[src/rtl/uart_pkg.sv]
// rtl/uart_pkg.sv - shared state encoding and line levels for the UART transmitter
package uart_pkg;

  typedef enum logic [2:0] {
    IDLE   = 3'd0,
    START  = 3'd1,
    DATA   = 3'd2,
    PARITY = 3'd3,
    STOP   = 3'd4
  } tx_state_e;

  localparam logic UART_IDLE_LEVEL  = 1'b1;
  localparam logic UART_START_LEVEL = 1'b0;

endpackage

[src/rtl/uart_tx_shift.sv]
// rtl/uart_tx_shift.sv - LSB-first data shift register for the UART transmitter
// Also latches the even parity of the accepted word when UART_TX_PARITY_EN is defined.
module uart_tx_shift
  import uart_pkg::*;
#(
  parameter int DATA_BITS = 8
) (
  input  logic                 i_clk,
  input  logic                 i_rst,
  input  logic                 i_load,
  input  logic                 i_shift,
  input  logic [DATA_BITS-1:0] i_data,
  output logic                 o_bit
`ifdef UART_TX_PARITY_EN
  ,
  output logic                 o_parity
`endif
);

  logic [DATA_BITS-1:0] r_shift;

  always_ff @(posedge i_clk) begin
    if (i_rst) begin
      r_shift <= '0;
    end else if (i_load) begin
      r_shift <= i_data;
    end else if (i_shift) begin
      r_shift <= r_shift >> 1;
    end
  end

  assign o_bit = r_shift[0];

`ifdef UART_TX_PARITY_EN
  // Parity is taken from the word as accepted, not from the shifting copy.
  logic r_parity;

  always_ff @(posedge i_clk) begin
    if (i_rst) begin
      r_parity <= 1'b0;
    end else if (i_load) begin
      r_parity <= ^i_data;
    end
  end

  assign o_parity = r_parity;
`endif

endmodule

[src/rtl/uart_tx_ctrl.sv]
// rtl/uart_tx_ctrl.sv - UART transmit FSM: accept handshake, baud enable, frame sequencing
// Even parity bit is added when UART_TX_PARITY_EN is defined.
module uart_tx_ctrl
  import uart_pkg::*;
#(
  parameter int DATA_BITS = 8,
  parameter int STOP_BITS = 1
) (
  input  logic                 i_clk,
  input  logic                 i_rst,
  input  logic [DATA_BITS-1:0] i_data,
  input  logic                 i_valid,
  output logic                 o_ready,
  input  logic                 i_stick,
  output logic                 o_baud_en,
  output logic                 o_tx,
  output logic                 o_busy,
  output logic                 o_done
);

  localparam int CW = $clog2(DATA_BITS);
  localparam logic [CW-1:0] LAST_BIT = CW'(DATA_BITS - 1);
  localparam logic LAST_STOP = 1'(STOP_BITS - 1);

  tx_state_e     r_state;
  tx_state_e     w_next;
  logic [CW-1:0] r_bit_cnt;
  logic          r_stop_cnt;
  logic          r_done;
  logic          w_accept;
  logic          w_shift;
  logic          w_last_stop;
  logic          w_bit;
`ifdef UART_TX_PARITY_EN
  logic          w_parity;
`endif

  assign w_accept    = (r_state == IDLE) && i_valid;
  assign w_shift     = (r_state == DATA) && i_stick;
  assign w_last_stop = (r_state == STOP) && i_stick && (r_stop_cnt == LAST_STOP);

  uart_tx_shift #(
    .DATA_BITS(DATA_BITS)
  ) u_shift (
    .i_clk   (i_clk),
    .i_rst   (i_rst),
    .i_load  (w_accept),
    .i_shift (w_shift),
    .i_data  (i_data),
    .o_bit   (w_bit)
`ifdef UART_TX_PARITY_EN
    ,
    .o_parity(w_parity)
`endif
  );

  always_ff @(posedge i_clk) begin
    if (i_rst) begin
      r_state <= IDLE;
    end else begin
      r_state <= w_next;
    end
  end

  // Ticks are ignored in IDLE, so a tick coinciding with accept is dropped.
  always_comb begin
    w_next = r_state;
    case (r_state)
      IDLE:  if (i_valid) w_next = START;
      START: if (i_stick) w_next = DATA;
      DATA: begin
        if (i_stick && (r_bit_cnt == LAST_BIT)) begin
`ifdef UART_TX_PARITY_EN
          w_next = PARITY;
`else
          w_next = STOP;
`endif
        end
      end
`ifdef UART_TX_PARITY_EN
      PARITY: if (i_stick) w_next = STOP;
`endif
      STOP:  if (w_last_stop) w_next = IDLE;
      default: w_next = IDLE;
    endcase
  end

  always_ff @(posedge i_clk) begin
    if (i_rst) begin
      r_bit_cnt  <= '0;
      r_stop_cnt <= 1'b0;
      r_done     <= 1'b0;
    end else begin
      r_done <= w_last_stop;
      if (w_accept) begin
        r_bit_cnt  <= '0;
        r_stop_cnt <= 1'b0;
      end else begin
        if (w_shift) r_bit_cnt <= r_bit_cnt + CW'(1);
        if ((r_state == STOP) && i_stick) r_stop_cnt <= ~r_stop_cnt;
      end
    end
  end

  always_comb begin
    o_ready   = 1'b0;
    o_baud_en = 1'b1;
    o_busy    = 1'b1;
    o_tx      = UART_IDLE_LEVEL;
    case (r_state)
      IDLE: begin
        o_ready   = 1'b1;
        o_baud_en = 1'b0;
        o_busy    = 1'b0;
      end
      START:  o_tx = UART_START_LEVEL;
      DATA:   o_tx = w_bit;
`ifdef UART_TX_PARITY_EN
      PARITY: o_tx = w_parity;
`endif
      default: o_tx = UART_IDLE_LEVEL;
    endcase
  end

  assign o_done = r_done;

endmodule

[config.mk]
export PLATFORM = sky130hd
export DESIGN_NAME = uart_tx_ctrl
export DESIGN_NICKNAME = d
export VERILOG_FILES = /design/src/rtl/uart_pkg.sv /design/src/rtl/uart_tx_shift.sv /design/src/rtl/uart_tx_ctrl.sv
export SDC_FILE = /design/constraint.sdc
export NUM_CORES = 1
export LEC_CHECK = 0
export BUFFER_PORTS_ARGS = -buffer_cell sky130_fd_sc_hd__buf_2
export CAP_MARGIN = 20
export CORE_AREA = 2 2 43 45
export CTS_CLUSTER_DIAMETER = 100
export CTS_CLUSTER_SIZE = 40
export DETAILED_ROUTE_END_ITERATION = 8
export DIE_AREA = 0 0 45 47
export GPL_TIMING_DRIVEN = 0
export PLACE_DENSITY = 0.82
export SKIP_CTS_REPAIR_TIMING = 1
export SLEW_MARGIN = 20
export SYNTH_ARGS = -nofsm -noshare
export SYNTH_HDL_FRONTEND = slang
export SYNTH_SLANG_ARGS = --single-unit
[constraint.sdc]
create_clock -name i_clk -period 2.2 [get_ports i_clk]
set_clock_uncertainty 0.15 [all_clocks]
set_input_delay 0.44 -clock i_clk [delete_from_list [all_inputs] [get_ports i_clk]]
set_output_delay 0.44 -clock i_clk [all_outputs]
set_load 0.005 [all_outputs]
==> summary.txt <==
CTS
  – Num CTS Buffers: 3
  – CTS tree: done
  – H-tree lvl count: 1
  – Maximum root-to-sink buffer count: 2
  – Worst-path clk slew: 100 ps
  – CTS root buffer: clkbuf_4
  – Worst-Skew Late Latency: slightly below 300 ps
  – Clock sink count: 16

STA
  – Final hold vios: 0
  – Achievable Freq: 0.491 GHz
  – Slack of the critical path: 165 ps
  – RSZ-0062 raised after global routing: false
  – Hold WS: 230 ps
  – Slew @ Worst Pin: 477 ps
  – Period utilization: roughly 93%
  – Rel. slew slack: 68.1%
  – Max-slew violation count: 0
  – Setup violations, final: 0
  – Setup TNS Final: 0 ps
  – Min Tclk post-route: 2040 ps

Layout
  – Layout cell share with drive strength beyond 1: 27.3%
  – N_diodes: 0
  – Nets@finish: 125
  – # fillers: around 160
  – Multi-input logic area: 434 um2
  – Cell Count, Final, Fillers Out: 127
  – Layout area overhead: 17.4%
  – Register area: 322 um2

Critical path
  – Slowest cell on crit path: dfxtp_1
  – FF-to-FF End: u_shift.r_shift[3]
  – Setup slack, reg-to-reg: 610 ps
  – Slowest stage delay, CP: 400 ps
  – Crit path DAT: about 1500 ps
  – WP data required: 1610 ps
  – Reg2Reg Depth: 4
  – Crit path capture type: primary output
  – R2R Path Start: r_state[2]
  – Critical-path cell list: buf_1 -> nor3_1 -> inv_1 -> buf_4 -> buf_2
  – Crit start category: flip-flop
  – CP Max Fanout: 10
  – Critical path class: reg -> out

Power
  – Worst vdd ir: 443 uV
  – Overall power: 0.629 mW
  – Cell Int Power: 0.464 mW
  – Combinational share of power: 18.2%
  – Switching Share: a little over a quarter
  – Clock share of power: a little under a third
  – Power per cell area: between 600 and 700 mW/mm2
  – Leakage: 0.390 nW
  – Reg power frac: around half
  – Sw power: approximately 0.16 mW

Drt
  – Vias: 743
  – Initial DRC Count: 8
  – Drt wl/cell: 13.1 um
  – Antenna Nets Post-Route: 0
  – Vias per cell: 5.85
  – Drc violations: 0
  – DRT Pass-1 Iters: 4
  – DRT Wirelength: between 1.5 and 2 mm

Synth
  – Top cell type's share of synthesized area: roughly two fifths
  – Top cells by count, synth: 16 x dfxtp_1, 10 x nor3_1, 8 x nand2_1
  – FFs w/ async S/R, synth: 0%
  – Cell with the most instances after synthesis: dfxtp_1
  – Net Count, Synth: 104
  – Sequential fraction of the synthesis area: 39.4%
  – Top cells by area in the synthesized netlist: dfxtp_1 39%, nor3_1 6.2%, mux2i_1 3.7%
  – Post-Synthesis Cells: 90
  – Yosys warnings: 0
  – Post-synthesis cell type count: 35
  – Area leader, netlist: dfxtp_1
  – Top FF cell, synth: dfxtp_1
  – Yosys reg bits: 16
  – Syn Area/Cell: roughly 9 um2
  – Post-synth EDFFs: 0
  – Post-Synthesis Cell Area: 813 um2

Floorplan
  – Die W: 45 um
  – Die ar.: 0.00212 mm2
  – Area of the core: 0.00165 mm2
  – I/O pin total: 17
  – Row count: 15
  – Die height: 47 um
  – Initial Util: around half

Placed design
  – DP Cell Count: 123
  – Placement Setup Slack: 459 ps
  – Dpl hpwl: between 1 and 1.5 mm
  – IO buf count: 16
  – Placer Congestion: 0.833

Global routing
  – Number of global-route vias before repair: 658
  – Initial antenna violation count: 0
  – Largest net degree at the start of global routing: 11
  – GRT Util Overall: about 18%
  – Global route hottest layer: met2
  – GR Util met2: approximately 28%
  – Global Route met3 Usage: 3.85%
  – Grt ovf: 0
  – First-pass GRT wire length: 2.75 mm
  – Global routing usage on met1: a little under a quarter

Outcome
  – Outcome: completed

Min path
  – Hold-critical path depth: 3
  – Hold EP: u_shift.r_shift[7]
  – Tightest Hold Check Type: in -> reg
  – Worst Hold Launch: i_data[7]

Flow run
  – Max-cap violations: 0
-- placed cells by master, fill, tap and decap left out, types with 2 or more instances in the layout --
master	Yosys	routed
buf_2	2	17
dfxtp_1	16	15
nor3_1	10	10
nand2_1	8	8
clkbuf_4	0	4
nor2_1	4	4
a21oi_1	4	4
inv_1	3	3
nor2b_1	3	3
mux2i_1	3	3
a311oi_1	3	3
a22oi_1	3	3
nand3_1	3	3
buf_1	2	2
buf_4	2	2
o21ai_0	2	2
o22ai_1	2	2
ha_1	2	2
-- final cells by class --
cell class / count / area share (%)
plain buffers: 8 / 5.24
clock buffers: 4 / 3.80
well taps: 17 / 2.23
repair buffers: 16 / 8.39
flip-flops and latches: 16 / 33.7
multi-input cells: 63 / 45.5
inverters: 3 / 1.18
-- routing by layer --
layer	share of wire, %	vias up
li1	-	373
met1	47	343
met2	45	22
met3	5.3	5
met4	2.4	0
met5	0	-
-- cells by family after synthesis --
| family | share of synthesized area (%) |
|---|---|
| adder cells (fa/ha/maj) | 3.08 |
| multiplexers | 3.69 |
| buffers and inverters | 7.23 |
| AND/OR/NAND/NOR | 28.9 |
| flip-flops | 39.4 |
| AO/OA/AOI/OAI | 16.6 |
| XOR/XNOR | 1.08 |
-- power groups by stage --
stage | Combinational (mW) | Sequential (mW) | Clock (mW)
2_1_floorplan | 0.0789 | 0.321 | 0
3_3_place_gp | 0.110 | 0.323 | 0
3_5_place_dp | 0.113 | 0.324 | 0
4_1_cts | 0.114 | 0.318 | 0.200
5_1_grt | 0.128 | 0.321 | 0.213
6_report | 0.115 | 0.318 | 0.196
-- worst max-delay path, delay by kind of cell, from the launching register on --
| kind | cells | cell delay (ps) |
|---|---|---|
| buffers and inverters | 4 | 630 |
| and+or+nand+nor | 1 | 110 |
| DFF | 1 | 400 |
-- worst max-delay path by stage --
stage               start  slack [ps]                 end  cells after the start
3_5_place_dp   r_state[1]         460                o_tx                      5
5_1_grt        r_state[2]          20              o_busy                      5
4_1_cts        r_state[1]         130                o_tx                      5
6_report       r_state[2]         160              o_busy                      5
2_1_floorplan  r_state[0]         600              o_busy                      4
3_3_place_gp      i_valid         500  u_shift.r_shift[2]                      5
-- state kept, by name (all words and copies together), names as in the netlist --
name,cells
u_shift.r_shift,8
r_state,3
r_bit_cnt,3
r_stop_cnt,1
o_done,1
-- per-stage QoR --
step | area [um2] | utilization, %
6_report | 955 | 57.8
5_1_grt | 955 | 57.8
4_1_cts | 951 | 57.6
3_5_place_dp | 915 | 55.4
3_3_place_gp | 915 | 55.4
2_1_floorplan | 813 | -
No activity file was read; power rests on OpenSTA's default activity.
